## src/rtl/axi4_lite_reg_slave.sv

```systemverilog
// AXI4-Lite slave exposing REG_N read/write registers, with a per-register write pulse.
// The write and read channels each run their own two-state FSM and are fully independent.
module axi4_lite_reg_slave #(
   parameter int unsigned ADDR_W = 32,
   parameter int unsigned DATA_W = 32,
   parameter int unsigned REG_N  = 8
) (
   input  logic                    ACLK,
   input  logic                    ARESET,
   input  logic                    AWVALID,
   output logic                    AWREADY,
   input  logic [ADDR_W-1:0]       AWADDR,
   input  logic [2:0]              AWPROT,
   input  logic                    WVALID,
   output logic                    WREADY,
   input  logic [DATA_W-1:0]       WDATA,
   input  logic [DATA_W/8-1:0]     WSTRB,
   output logic                    BVALID,
   input  logic                    BREADY,
   output logic [1:0]              BRESP,
   input  logic                    ARVALID,
   output logic                    ARREADY,
   input  logic [ADDR_W-1:0]       ARADDR,
   input  logic [2:0]              ARPROT,
   output logic                    RVALID,
   input  logic                    RREADY,
   output logic [DATA_W-1:0]       RDATA,
   output logic [1:0]              RRESP,
   output logic [REG_N*DATA_W-1:0] reg_q,
   output logic [REG_N-1:0]        wr_pulse
);

   localparam int unsigned STRB_W = DATA_W / 8;
   localparam int unsigned OFF_W  = $clog2(STRB_W);

   localparam logic [1:0] RESP_OKAY   = 2'b00;
   localparam logic [1:0] RESP_SLVERR = 2'b10;

   localparam logic [0:0] W_IDLE = 1'b0;
   localparam logic [0:0] W_RESP = 1'b1;
   localparam logic [0:0] R_IDLE = 1'b0;
   localparam logic [0:0] R_RESP = 1'b1;

   // Register file
   logic [DATA_W-1:0] regs_q [REG_N];
   logic [DATA_W-1:0] regs_d [REG_N];

   // Write path state
   logic [0:0]        w_state_q, w_state_d;
   logic              aw_got_q, aw_got_d;
   logic              w_got_q, w_got_d;
   logic [ADDR_W-1:0] awaddr_q, awaddr_d;
   logic [DATA_W-1:0] wdata_q, wdata_d;
   logic [STRB_W-1:0] wstrb_q, wstrb_d;
   logic              awready_q, awready_d;
   logic              wready_q, wready_d;
   logic              bvalid_q, bvalid_d;
   logic [1:0]        bresp_q, bresp_d;
   logic [REG_N-1:0]  wr_pulse_q, wr_pulse_d;

   // Read path state
   logic [0:0]        r_state_q, r_state_d;
   logic              arready_q, arready_d;
   logic              rvalid_q, rvalid_d;
   logic [DATA_W-1:0] rdata_q, rdata_d;
   logic [1:0]        rresp_q, rresp_d;

   // Helper nets
   logic              aw_hs, w_hs, ar_hs;
   logic [ADDR_W-1:0] cm_addr, cm_idx, rd_idx;
   logic [DATA_W-1:0] cm_data;
   logic [STRB_W-1:0] cm_strb;

   // Protection bits carry no meaning for this slave
   logic unused_prot;
   assign unused_prot = ^{AWPROT, ARPROT};

   // Write FSM: capture AW and W in any order, commit on the second handshake, then respond
   always_comb begin
      w_state_d  = w_state_q;
      aw_got_d   = aw_got_q;
      w_got_d    = w_got_q;
      awaddr_d   = awaddr_q;
      wdata_d    = wdata_q;
      wstrb_d    = wstrb_q;
      awready_d  = awready_q;
      wready_d   = wready_q;
      bvalid_d   = bvalid_q;
      bresp_d    = bresp_q;
      wr_pulse_d = '0;
      regs_d     = regs_q;

      aw_hs   = AWVALID & awready_q;
      w_hs    = WVALID & wready_q;
      cm_addr = aw_got_q ? awaddr_q : AWADDR;
      cm_data = w_got_q ? wdata_q : WDATA;
      cm_strb = w_got_q ? wstrb_q : WSTRB;
      cm_idx  = cm_addr >> OFF_W;

      case (w_state_q)
         W_IDLE: begin
            if (aw_hs) begin
               aw_got_d = 1'b1;
               awaddr_d = AWADDR;
            end
            if (w_hs) begin
               w_got_d = 1'b1;
               wdata_d = WDATA;
               wstrb_d = WSTRB;
            end
            if ((aw_got_q | aw_hs) && (w_got_q | w_hs)) begin
               w_state_d = W_RESP;
               aw_got_d  = 1'b0;
               w_got_d   = 1'b0;
               awready_d = 1'b0;
               wready_d  = 1'b0;
               bvalid_d  = 1'b1;
               if (cm_idx < ADDR_W'(REG_N)) begin
                  bresp_d = RESP_OKAY;
                  for (int unsigned k = 0; k < REG_N; k++) begin
                     if (cm_idx == ADDR_W'(k)) begin
                        wr_pulse_d[k] = 1'b1;
                        for (int unsigned b = 0; b < STRB_W; b++) begin
                           if (cm_strb[b]) regs_d[k][b*8 +: 8] = cm_data[b*8 +: 8];
                        end
                     end
                  end
               end else begin
                  bresp_d = RESP_SLVERR;
               end
            end else begin
               awready_d = ~aw_got_d;
               wready_d  = ~w_got_d;
            end
         end
         W_RESP: begin
            if (BREADY) begin
               w_state_d = W_IDLE;
               bvalid_d  = 1'b0;
               awready_d = 1'b1;
               wready_d  = 1'b1;
            end
         end
         default: w_state_d = W_IDLE;
      endcase
   end

   // Read FSM: sample the pre-write register value on the AR handshake, hold until R handshake
   always_comb begin
      r_state_d = r_state_q;
      arready_d = arready_q;
      rvalid_d  = rvalid_q;
      rdata_d   = rdata_q;
      rresp_d   = rresp_q;

      ar_hs  = ARVALID & arready_q;
      rd_idx = ARADDR >> OFF_W;

      case (r_state_q)
         R_IDLE: begin
            if (ar_hs) begin
               r_state_d = R_RESP;
               arready_d = 1'b0;
               rvalid_d  = 1'b1;
               rdata_d   = '0;
               rresp_d   = RESP_SLVERR;
               if (rd_idx < ADDR_W'(REG_N)) begin
                  rresp_d = RESP_OKAY;
                  for (int unsigned k = 0; k < REG_N; k++) begin
                     if (rd_idx == ADDR_W'(k)) rdata_d = regs_q[k];
                  end
               end
            end else begin
               arready_d = 1'b1;
            end
         end
         R_RESP: begin
            if (RREADY) begin
               r_state_d = R_IDLE;
               rvalid_d  = 1'b0;
               arready_d = 1'b1;
            end
         end
         default: r_state_d = R_IDLE;
      endcase
   end

   // State registers; reset clears everything including partially captured AW/W
   always_ff @(posedge ACLK or posedge ARESET) begin
      if (ARESET) begin
         regs_q     <= '{default: '0};
         w_state_q  <= W_IDLE;
         aw_got_q   <= 1'b0;
         w_got_q    <= 1'b0;
         awaddr_q   <= '0;
         wdata_q    <= '0;
         wstrb_q    <= '0;
         awready_q  <= 1'b0;
         wready_q   <= 1'b0;
         bvalid_q   <= 1'b0;
         bresp_q    <= 2'b00;
         wr_pulse_q <= '0;
         r_state_q  <= R_IDLE;
         arready_q  <= 1'b0;
         rvalid_q   <= 1'b0;
         rdata_q    <= '0;
         rresp_q    <= 2'b00;
      end else begin
         regs_q     <= regs_d;
         w_state_q  <= w_state_d;
         aw_got_q   <= aw_got_d;
         w_got_q    <= w_got_d;
         awaddr_q   <= awaddr_d;
         wdata_q    <= wdata_d;
         wstrb_q    <= wstrb_d;
         awready_q  <= awready_d;
         wready_q   <= wready_d;
         bvalid_q   <= bvalid_d;
         bresp_q    <= bresp_d;
         wr_pulse_q <= wr_pulse_d;
         r_state_q  <= r_state_d;
         arready_q  <= arready_d;
         rvalid_q   <= rvalid_d;
         rdata_q    <= rdata_d;
         rresp_q    <= rresp_d;
      end
   end

   // Flatten the register file onto the reg_q bus
   for (genvar g = 0; g < REG_N; g++) begin : g_flat
      assign reg_q[g*DATA_W +: DATA_W] = regs_q[g];
   end

   assign AWREADY  = awready_q;
   assign WREADY   = wready_q;
   assign BVALID   = bvalid_q;
   assign BRESP    = bresp_q;
   assign ARREADY  = arready_q;
   assign RVALID   = rvalid_q;
   assign RDATA    = rdata_q;
   assign RRESP    = rresp_q;
   assign wr_pulse = wr_pulse_q;

endmodule

```

## config.mk

```make
export PLATFORM = sky130hd
export DESIGN_NAME = axi4_lite_reg_slave
export DESIGN_NICKNAME = d
export VERILOG_FILES = /design/src/rtl/axi4_lite_reg_slave.sv
export SDC_FILE = /design/constraint.sdc
export NUM_CORES = 1
export LEC_CHECK = 0
export ABC_CLOCK_PERIOD_IN_PS = 12400
export CORE_ASPECT_RATIO = 2
export CORE_MARGIN = 2
export CORE_UTILIZATION = 45
export DETAILED_ROUTE_END_ITERATION = 10
export HOLD_SLACK_MARGIN = 0.05
export MAX_ROUTING_LAYER = met4
export PLACE_DENSITY = 0.76
export SLEW_MARGIN = 10
export SYNTH_ARGS = -nofsm -noshare
export SYNTH_HDL_FRONTEND = slang
export SYNTH_SLANG_ARGS = --single-unit
```

## constraint.sdc

```tcl
create_clock -name ACLK -period 12.4 [get_ports ACLK]
set_input_delay 2.48 -clock ACLK [delete_from_list [all_inputs] [get_ports ACLK]]
set_output_delay 2.48 -clock ACLK [all_outputs]
set_load 0.02 [all_outputs]
```

# [Yosys cells after proc, flatten, opt, wreduce, memory -nomap -nowiden]
# Index checks and enable logic that the tools add are counted.
[op_classes] n_lt_le_gt_ge=2 mux=51 eq_ne=18 bitwise=9 n_reduce_logical=41
[op_table] operator="two-way mux 32 bit" count=11
[op_table] operator="== test 30 x 3 -> 1 bit, second input constant" count=8
[op_table] operator="AND reduction 5 bit" count=32
[op_table] operator="== test 30 x 2 -> 1 bit, second input constant" count=4
[op_table] operator="logical NOT 32 bit" count=2
[op_table] operator="== test 30 x 1 -> 1 bit, second input constant" count=2
[op_table] operator="< comparator 30 x 4 -> 1 bit, second input constant" count=2
[op_table] operator="two-way mux 1 bit" count=27
[op_table] operator="two-way mux 8 bit" count=3
[op_table] operator="case mux 1 bit (2 select lines)" count=7
[op_table] operator="AND reduction 2 bit" count=6
[op_table] operator="inequality test 2 bit, second input constant" count=4
[op_table] operator="two-way mux 2 bit" count=2
[op_table] operator="two-way mux 4 bit" count=1
[op_table] operator="inverter 1 bit" count=4
[op_table] operator="bitwise AND 1 bit" count=3
[op_table] operator="bitwise OR 1 bit" count=2
[op_table] operator="logical AND 1 bit" count=1
[word_totals] word_cells=169 inputBits=113 output_inout_bits=305 register_bits=377

# [Depth between registers and ports, before layout]
# Gate-level depths: netlist (run 1).
[depth] ltp_word=10 mapped_depth=9 depth_no_buf=5

# [Least setup slack after synthesis (run 1)]
# OpenSTA, ideal clock, no wires.
[synth_path] kind="input -> register" startpoint="input AWADDR[6]" endpoint="register regs_q (netlist bit reg_q[248])" setup_slack_ps=8095 path_stages=6 t_arrival_ps=4180 required_ps=12275 n_path_buf=1 setup_time_ps=125 cell_sequence="nor4_1 > nand4_1 > a22oi_1 > clkbuf_1 > nor4b_4 > mux2_2"
[synth_via] elab_chain_len=3 word_cells_on_any_way=4 classes_between="order compare (1); eq/ne (1); mux (1); reduce/logical (1)"
[synth_lines] element="from (decl)" line_no="12" rtl="input logic [ADDR_W-1:0] AWADDR,"
[synth_lines] element="two-way mux 32 bit (*)" line_no="95" rtl="cm_addr = aw_got_q ? awaddr_q : AWADDR;"
[synth_lines] element="< comparator 30 x 4 -> 1 bit or == test 30 x 3 -> 1 bit (tied branches)" line_no="118, 121"
[synth_lines] element="AND reduction 5 bit (no source line) (*)"
[synth_lines] element="to (signal assigned)" line_no="209" rtl="regs_q <= regs_d;"
[synth_lines] element="to (decl)" line_no="45" rtl="logic [DATA_W-1:0] regs_q [REG_N];"
# Mark *: on every way between the ends. The rest lies on a longest branch, timed or not.
# A chain may end at the register's enable or synchronous reset.

# [Worst setup path after layout (run 1)]
[layout_path] startpoint="input ARADDR[8]" endpoint="register rdata_q[19] (netlist: RDATA[19])"
[layout_via] elab_chain_len=10 word_cells_on_any_way=18 classes_between="order compare (1); eq/ne (7); mux (9); reduce/logical (1)"
[layout_lines] element="from (decl)" line_no="23" rtl="input logic [ADDR_W-1:0] ARADDR,"
[layout_lines] element="logical NOT 32 bit" line_no="170" rtl="if (rd_idx == ADDR_W'(k)) rdata_d = regs_q[k];"
[layout_lines] element="two-way mux 32 bit (8 in a row)" line_no="170"
[layout_lines] element="two-way mux 32 bit (*)" line_no="167" rtl="if (rd_idx < ADDR_W'(REG_N)) begin"
[layout_lines] element="to (signal assigned)" line_no="224" rtl="rdata_q <= rdata_d;"
[layout_lines] element="to (decl)" line_no="65" rtl="logic [DATA_W-1:0] rdata_q, rdata_d;"
# Marked as above.

==> results.json, run 1 <==
{
  "synthAdderAreaFrac_pct": 0,
  "grt_pass1_vias": 13660,
  "reg2reg_setup_slack_ps": 8760,
  "grt_max_degree": 77,
  "design_area_um2": 23180,
  "wl_mm": 57.37,
  "track_usage_pct": 28.77,
  "finalSetupViolCount": 0,
  "p_leak_nw": 10.24,
  "rsz0062_at_grt": "no",
  "globalRouteOverflowTotal": 0,
  "max-vdd-ir-drop_uv": 110.8,
  "reg2reg_depth": 5,
  "core_area_um2": 38410,
  "dpl_cell_area_um2": 21960,
  "clockBufferDepth": 3,
  "yosysTopAreaCellShare_pct": 53.52,
  "finalHoldViolCount": 0,
  "min_period_ps": 5345,
  "fin_cells": 2321,
  "min_to": "RVALID$_DFFE_PP0P_",
  "clockRootBuffer": "clkbuf_16",
  "regToRegStartpoint": "aw_got_q$_DFFE_PP0N_",
  "drt_pass1_iterations": 5,
  "synth_area_per_cell_um2": 12.53,
  "cp_data_arrival_time_ps": 5770,
  "yosys.area_share.simple_pct": 10.60,
  "post-dp-hpwl_mm": 39.25,
  "syn_area_um2": 17440,
  "r2r-end": "reg_q[178]$_DFFE_PP0P_",
  "rows": 102,
  "cts_resized": 0,
  "tightest_slew_ps": 1143,
  "synth_top_family_by_area": "multiplexers",
  "status": "finished clean",
  "drt_iter0_markers": 658,
  "die_x_um": 143.2,
  "synth_ff_type": "dfrtp_1",
  "synth_compound_area_share_pct": 7.245,
  "synth-seq-cells": 373,
  "max_freq_mhz": 187.1,
  "synth_cells": 1392,
  "synth.area.mux_share_pct": 26.20,
  "fin_skew_ps": 21.02,
  "synth_warnings": 0,
  "dp_cells": 2253,
  "cellPowerDensity_nw_per_um2": 142.0,
  "cts_tree": "done",
  "pin_count": 418,
  "slew_headroom_pct": 23.63,
  "post-route-period-util_pct": 43.10,
  "post_cts_buffers": 0,
  "vias": 13500,
  "maxCapViolations": 0,
  "synth_edf_count": 0,
  "drive_above_1_share_pct": 26.11,
  "die_height_um": 282.4,
  "synth_common_cells": "dfrtp_1, mux2_2, nor2_1",
  "hold_depth": 2,
  "cts_htree_levels": 2,
  "critPathKind": "primary input to register",
  "synth.most_common_cell": "dfrtp_1",
  "die_area_um2": 40450,
  "ctsHoldBuffers": 0,
  "start_util_pct": 45.40,
  "cp_max_fo": 18,
  "gp_congestion": 0.8443,
  "start_kind": "primary input",
  "cts.sinks": 373,
  "worstPathRequired_ps": 12820,
  "synth-xor-area-share_pct": 0,
  "hp-class": "register to register",
  "port-buffer-count": 405,
  "final_nets": 1885,
  "synth_area_leaders": "dfrtp_1, mux2_2, nor2_1",
  "area_growth_pct": 32.93,
  "grt_pass1_wl_mm": 84.63,
  "yosysSeqAreaShare_pct": 53.52,
  "cts_made_buffers": 37,
  "routed_via_density": 5.815,
  "postRouteAntennaNets": 0,
  "clkSlewWorstSetupHoldPaths_ps": 70,
  "cp-end-kind": "register",
  "yosys.cell_types.count": 52,
  "grt_antenna_before_repair": 1,
  "synth_area_leader_cell": "dfrtp_1",
  "tns_ps": 0,
  "clkLatencyLatePin_ps": 540,
  "drc_errors": 0,
  "min-delay-start": "RVALID$_DFFE_PP0P_",
  "power_mw": 3.292,
  "wl_per_cell_um": 24.72,
  "drv_slew": 0,
  "synth-async-reset-ratio_pct": 100.0
}
worst max-delay path: stages:
cell and delay, ps:
clkdlybuf4s50_1 420, nor4_1 320, nand4b_1 160, buf_4 260, nor2_1 670, nand2_1 930
o31ai_1 500
final cells by class:
type	count	area, um^2
fill	3131	15230
sequential	373	9335
multi-input combinational	917	7705
timing repair buffer	425	4194
clock buffer	51	1081
tap	520	650.6
clock inverter	16	145.1
inverter	18	71.32
antenna	1	2.502
per-stage QoR:
stage          utilization, %  setup slack, ps  hold WS [ps]
2_1_floorplan               -             4912         441.4
5_1_grt                 60.35             6888         489.5
3_5_place_dp            57.16             6464         465.4
3_3_place_gp            57.16             6564         457.0
4_1_cts                 60.35             7015         479.8
6_report                60.35             7055         473.3
flip-flops by register name, summed over array words and instances (netlist names), 4 cells and up:
name	cells
reg_q	256
RDATA	32
wdata_q	32
awaddr_q	30
wr_pulse	8
wstrb_q	4
power breakdown:
group	total, mW	switching [mW]	internal, mW
combinational	0.712	0.416	0.295
sequential	1.44	0.0814	1.36
clock	1.14	0.488	0.656
worst max path at each step:
stage | start | endpoint | cells after the start
after floorplan | ARESET | ARREADY$_DFFE_PP0P_ | 1
after global placement | ARADDR[13] | RDATA[8]$_DFFE_PP0P_ | 7
after detailed placement | ARADDR[13] | RDATA[19]$_DFFE_PP0P_ | 7
after CTS | ARADDR[13] | RDATA[19]$_DFFE_PP0P_ | 7
after global routing | ARADDR[8] | RDATA[19]$_DFFE_PP0P_ | 7
final | ARADDR[8] | RDATA[19]$_DFFE_PP0P_ | 7
routing by layer:
metal / global-route usage [%] / up-vias / part of all wire (%)
met3: 8.820 / 140 / 10
met1: 34.95 / 6834 / 38
li1: - / 5885 / -
met4: 9.201 / 0 / 3.4
met2: 46.02 / 638 / 48
met5: - / - / 0
cell usage in the layout (no fill, tap or decap), types with 3 or more instances in the layout:
master / Yosys / layout
o221ai_1: 13 / 13
and3_1: 3 / 3
clkdlybuf4s50_1: 0 / 402
clkbuf_8: 0 / 6
o2111ai_1: 3 / 3
mux2_2: 352 / 352
inv_1: 18 / 17
a21oi_1: 26 / 26
o31ai_1: 26 / 26
mux4_2: 12 / 12
clkinv_2: 0 / 9
clkinvlp_4: 0 / 4
clkbuf_1: 56 / 6
nor3_1: 30 / 30
nand3_1: 18 / 16
and2_1: 4 / 4
nor4_1: 31 / 31
a311oi_1: 24 / 24
dfrtp_1: 373 / 372
o211ai_1: 4 / 4
mux2i_1: 29 / 29
o21a_1: 19 / 19
buf_4: 4 / 22
nor2_1: 146 / 146
nand2_1: 67 / 66
nand3b_1: 4 / 4
o21ai_0: 12 / 12
a211oi_1: 11 / 11
mux2_1: 4 / 4
and4_1: 8 / 8
nand2b_1: 7 / 7
a2bb2oi_1: 14 / 14
nand4_1: 8 / 8
clkbuf_16: 0 / 39
nor4b_4: 12 / 12
kinds of logic after synthesis:
| family | Yosys count |
|---|---|
| simple gates | 349 |
| compound gates | 169 |
| buf+inv | 103 |
| mux | 397 |
| flops | 373 |
| other cells | 1 |
No activity file was read; power rests on OpenSTA's default activity.
==> run 2, diff against run 1 <==
- ABC_CLOCK_PERIOD_IN_PS: 12400 -> 4300
- clock period: 12.4 -> 4.3 ns (I/O delays scaled with it)
==> run 2 against run 1 <==
Die area stayed put. First-iteration DRC count grew 33%. Non-clock buffer count rose by 25. Core utilization is 0.39 points higher. Power rose to 2.9 times the previous value. Via count rose by 0.73%. Critical path type unchanged. Highest routed layer unchanged.
==> results.json, run 2 (synthesis results as in run 1) <==
{
  "cts_tree": "done",
  "cp_max_fo": 8,
  "rows": 102,
  "routed_via_density": 5.798,
  "cts_made_buffers": 36,
  "cp-end-kind": "register",
  "fin_cells": 2345,
  "post-route-period-util_pct": 77.56,
  "pin_count": 418,
  "mostFrequentLayoutCells": "clkdlybuf4s50_1, dfrtp_1, mux2_2, nor2_1, nand2_1",
  "drc_errors": 0,
  "die_x_um": 143.2,
  "maxCapViolations": 0,
  "cellPowerDensity_nw_per_um2": 402.3,
  "hp-class": "register to register",
  "dp_cells": 2278,
  "seqCellArea_um2": 9335,
  "area_growth_pct": 33.79,
  "grt_max_degree": 102,
  "grt_pass1_vias": 13760,
  "rsz0062_at_grt": "no",
  "clkLatencyLatePin_ps": 550,
  "track_usage_pct": 29.26,
  "clockBufferDepth": 3,
  "drt_iter0_markers": 878,
  "use_met2_pct": 45.70,
  "gr-usage-met3_pct": 8.820,
  "start_kind": "primary input",
  "critPathKind": "primary input to register",
  "p_leak_nw": 10.35,
  "final_nets": 1909,
  "postRouteAntennaNets": 0,
  "drt_pass1_iterations": 5,
  "fillers": 3056,
  "drv_slew": 0,
  "grt_antenna_before_repair": 2,
  "gr-usage-met1_pct": 36.00,
  "final_common_cell": "clkdlybuf4s50_1",
  "multi_input_area_um2": 7705,
  "start_util_pct": 45.40,
  "fin_skew_ps": 21.96,
  "ctsHoldBuffers": 0,
  "max-vdd-ir-drop_uv": 479.8,
  "clkSlewWorstSetupHoldPaths_ps": 70,
  "cts_resized": 0,
  "worst_path_largest_cell_delay_ps": 710,
  "die_height_um": 282.4,
  "min_period_ps": 3335,
  "grt_pass1_wl_mm": 85.84,
  "post-dp-hpwl_mm": 40.73,
  "clockRootBuffer": "clkbuf_16",
  "top_usage_layer": "met2",
  "worst_path_max_delay_cell": "nand3_1",
  "finalSetupViolCount": 0,
  "gp_congestion": 0.8571,
  "tightest_slew_ps": 960.3,
  "finalHoldViolCount": 0,
  "finalWorstSetupSlack_ps": 964.7,
  "cp_data_arrival_time_ps": 3750,
  "pre_cts_ws_ps": 448.9,
  "hold_ws_ps": 472.1,
  "vias": 13600,
  "status": "finished clean",
  "post_cts_buffers": 0,
  "max_freq_mhz": 299.8,
  "port-buffer-count": 405,
  "wl_mm": 58.18,
  "core_area_um2": 38410,
  "drive_above_1_share_pct": 27.10,
  "die_area_um2": 40450,
  "globalRouteOverflowTotal": 0,
  "slew_headroom_pct": 35.98,
  "largest_register_ffs": 256,
  "worstPathRequired_ps": 4720,
  "cts.sinks": 373,
  "cts_htree_levels": 2,
  "wl_per_cell_um": 24.81,
  "path_cells": "clkdlybuf4s50_1 -> nor4_1 -> nand4_1 -> a221oi_2 -> nand3_1 -> mux2_2"
}
## run 2: cell types whose count changed in the layout (fill, tap and decap cells not counted), sizes merged
cell	delta
buf	+25
clkinv	+3
clkinvlp	-3
clkbuf	-2
bufinv	-1
diode	+1
inv	+1
## run 2: worst max-delay path, delay by kind of cell
| kind | cells | cell delay [ps] |
|---|---|---|
| buffers and inverters | 1 | 430 |
| AO/OA/AOI/OAI | 1 | 700 |
| multiplexers | 1 | 490 |
| AND/OR/NAND/NOR | 3 | 1270 |
## run 2: metrics by stage
stage	TNS, ps	utilization, %	power [mW]	cell area, um^2
floorplan	-584910	-	5.513	17450
global placement	0	57.71	6.211	22170
detailed placement	0	57.71	6.279	22170
CTS	0	60.73	9.445	23330
global route	0	60.75	9.784	23330
finish	0	60.75	9.388	23330
## run 2: routing by layer
metal,up-vias,share of wire [%]
li1,5935,-
met5,-,0
met4,0,3.6
met2,643,47
met3,123,9.8
met1,6895,39
## run 2: area by class of cell
type | instances | area share, %
timing repair buffer | 450 | 18.88
multi-input combinational | 917 | 33.02
sequential | 373 | 40.01
clock buffer | 49 | 4.461
clock inverter | 16 | 0.5147
antenna | 2 | 0.02145
inverter | 18 | 0.3056
tap | 520 | 2.788
## run 2: worst paths after layout
check	start	to	slack [ps]	cells past startpoint
setup / recovery	AWADDR[10]	reg_q[66]$_DFFE_PP0P_	960	6
min in group asynchronous	ARESET	reg_q[197]$_DFFE_PP0P_	740	2
hold reg to reg	r_state_q$_DFF_PP0_	ARREADY$_DFFE_PP0P_	470	1
max in group asynchronous	ARESET	wdata_q[14]$_DFFE_PP0P_	2610	3
setup reg to reg	aw_got_q$_DFFE_PP0N_	reg_q[66]$_DFFE_PP0P_	1320	6
hold / removal	r_state_q$_DFF_PP0_	ARREADY$_DFFE_PP0P_	470	1
## run 2: power by group
group | switching (mW) | internal, mW | leakage (nW)
Clock | 1.40 | 1.77 | 0.587
Combinational | 1.23 | 0.872 | 4.74
Sequential | 0.216 | 3.91 | 5.02
Total | 2.84 | 6.55 | 10.4
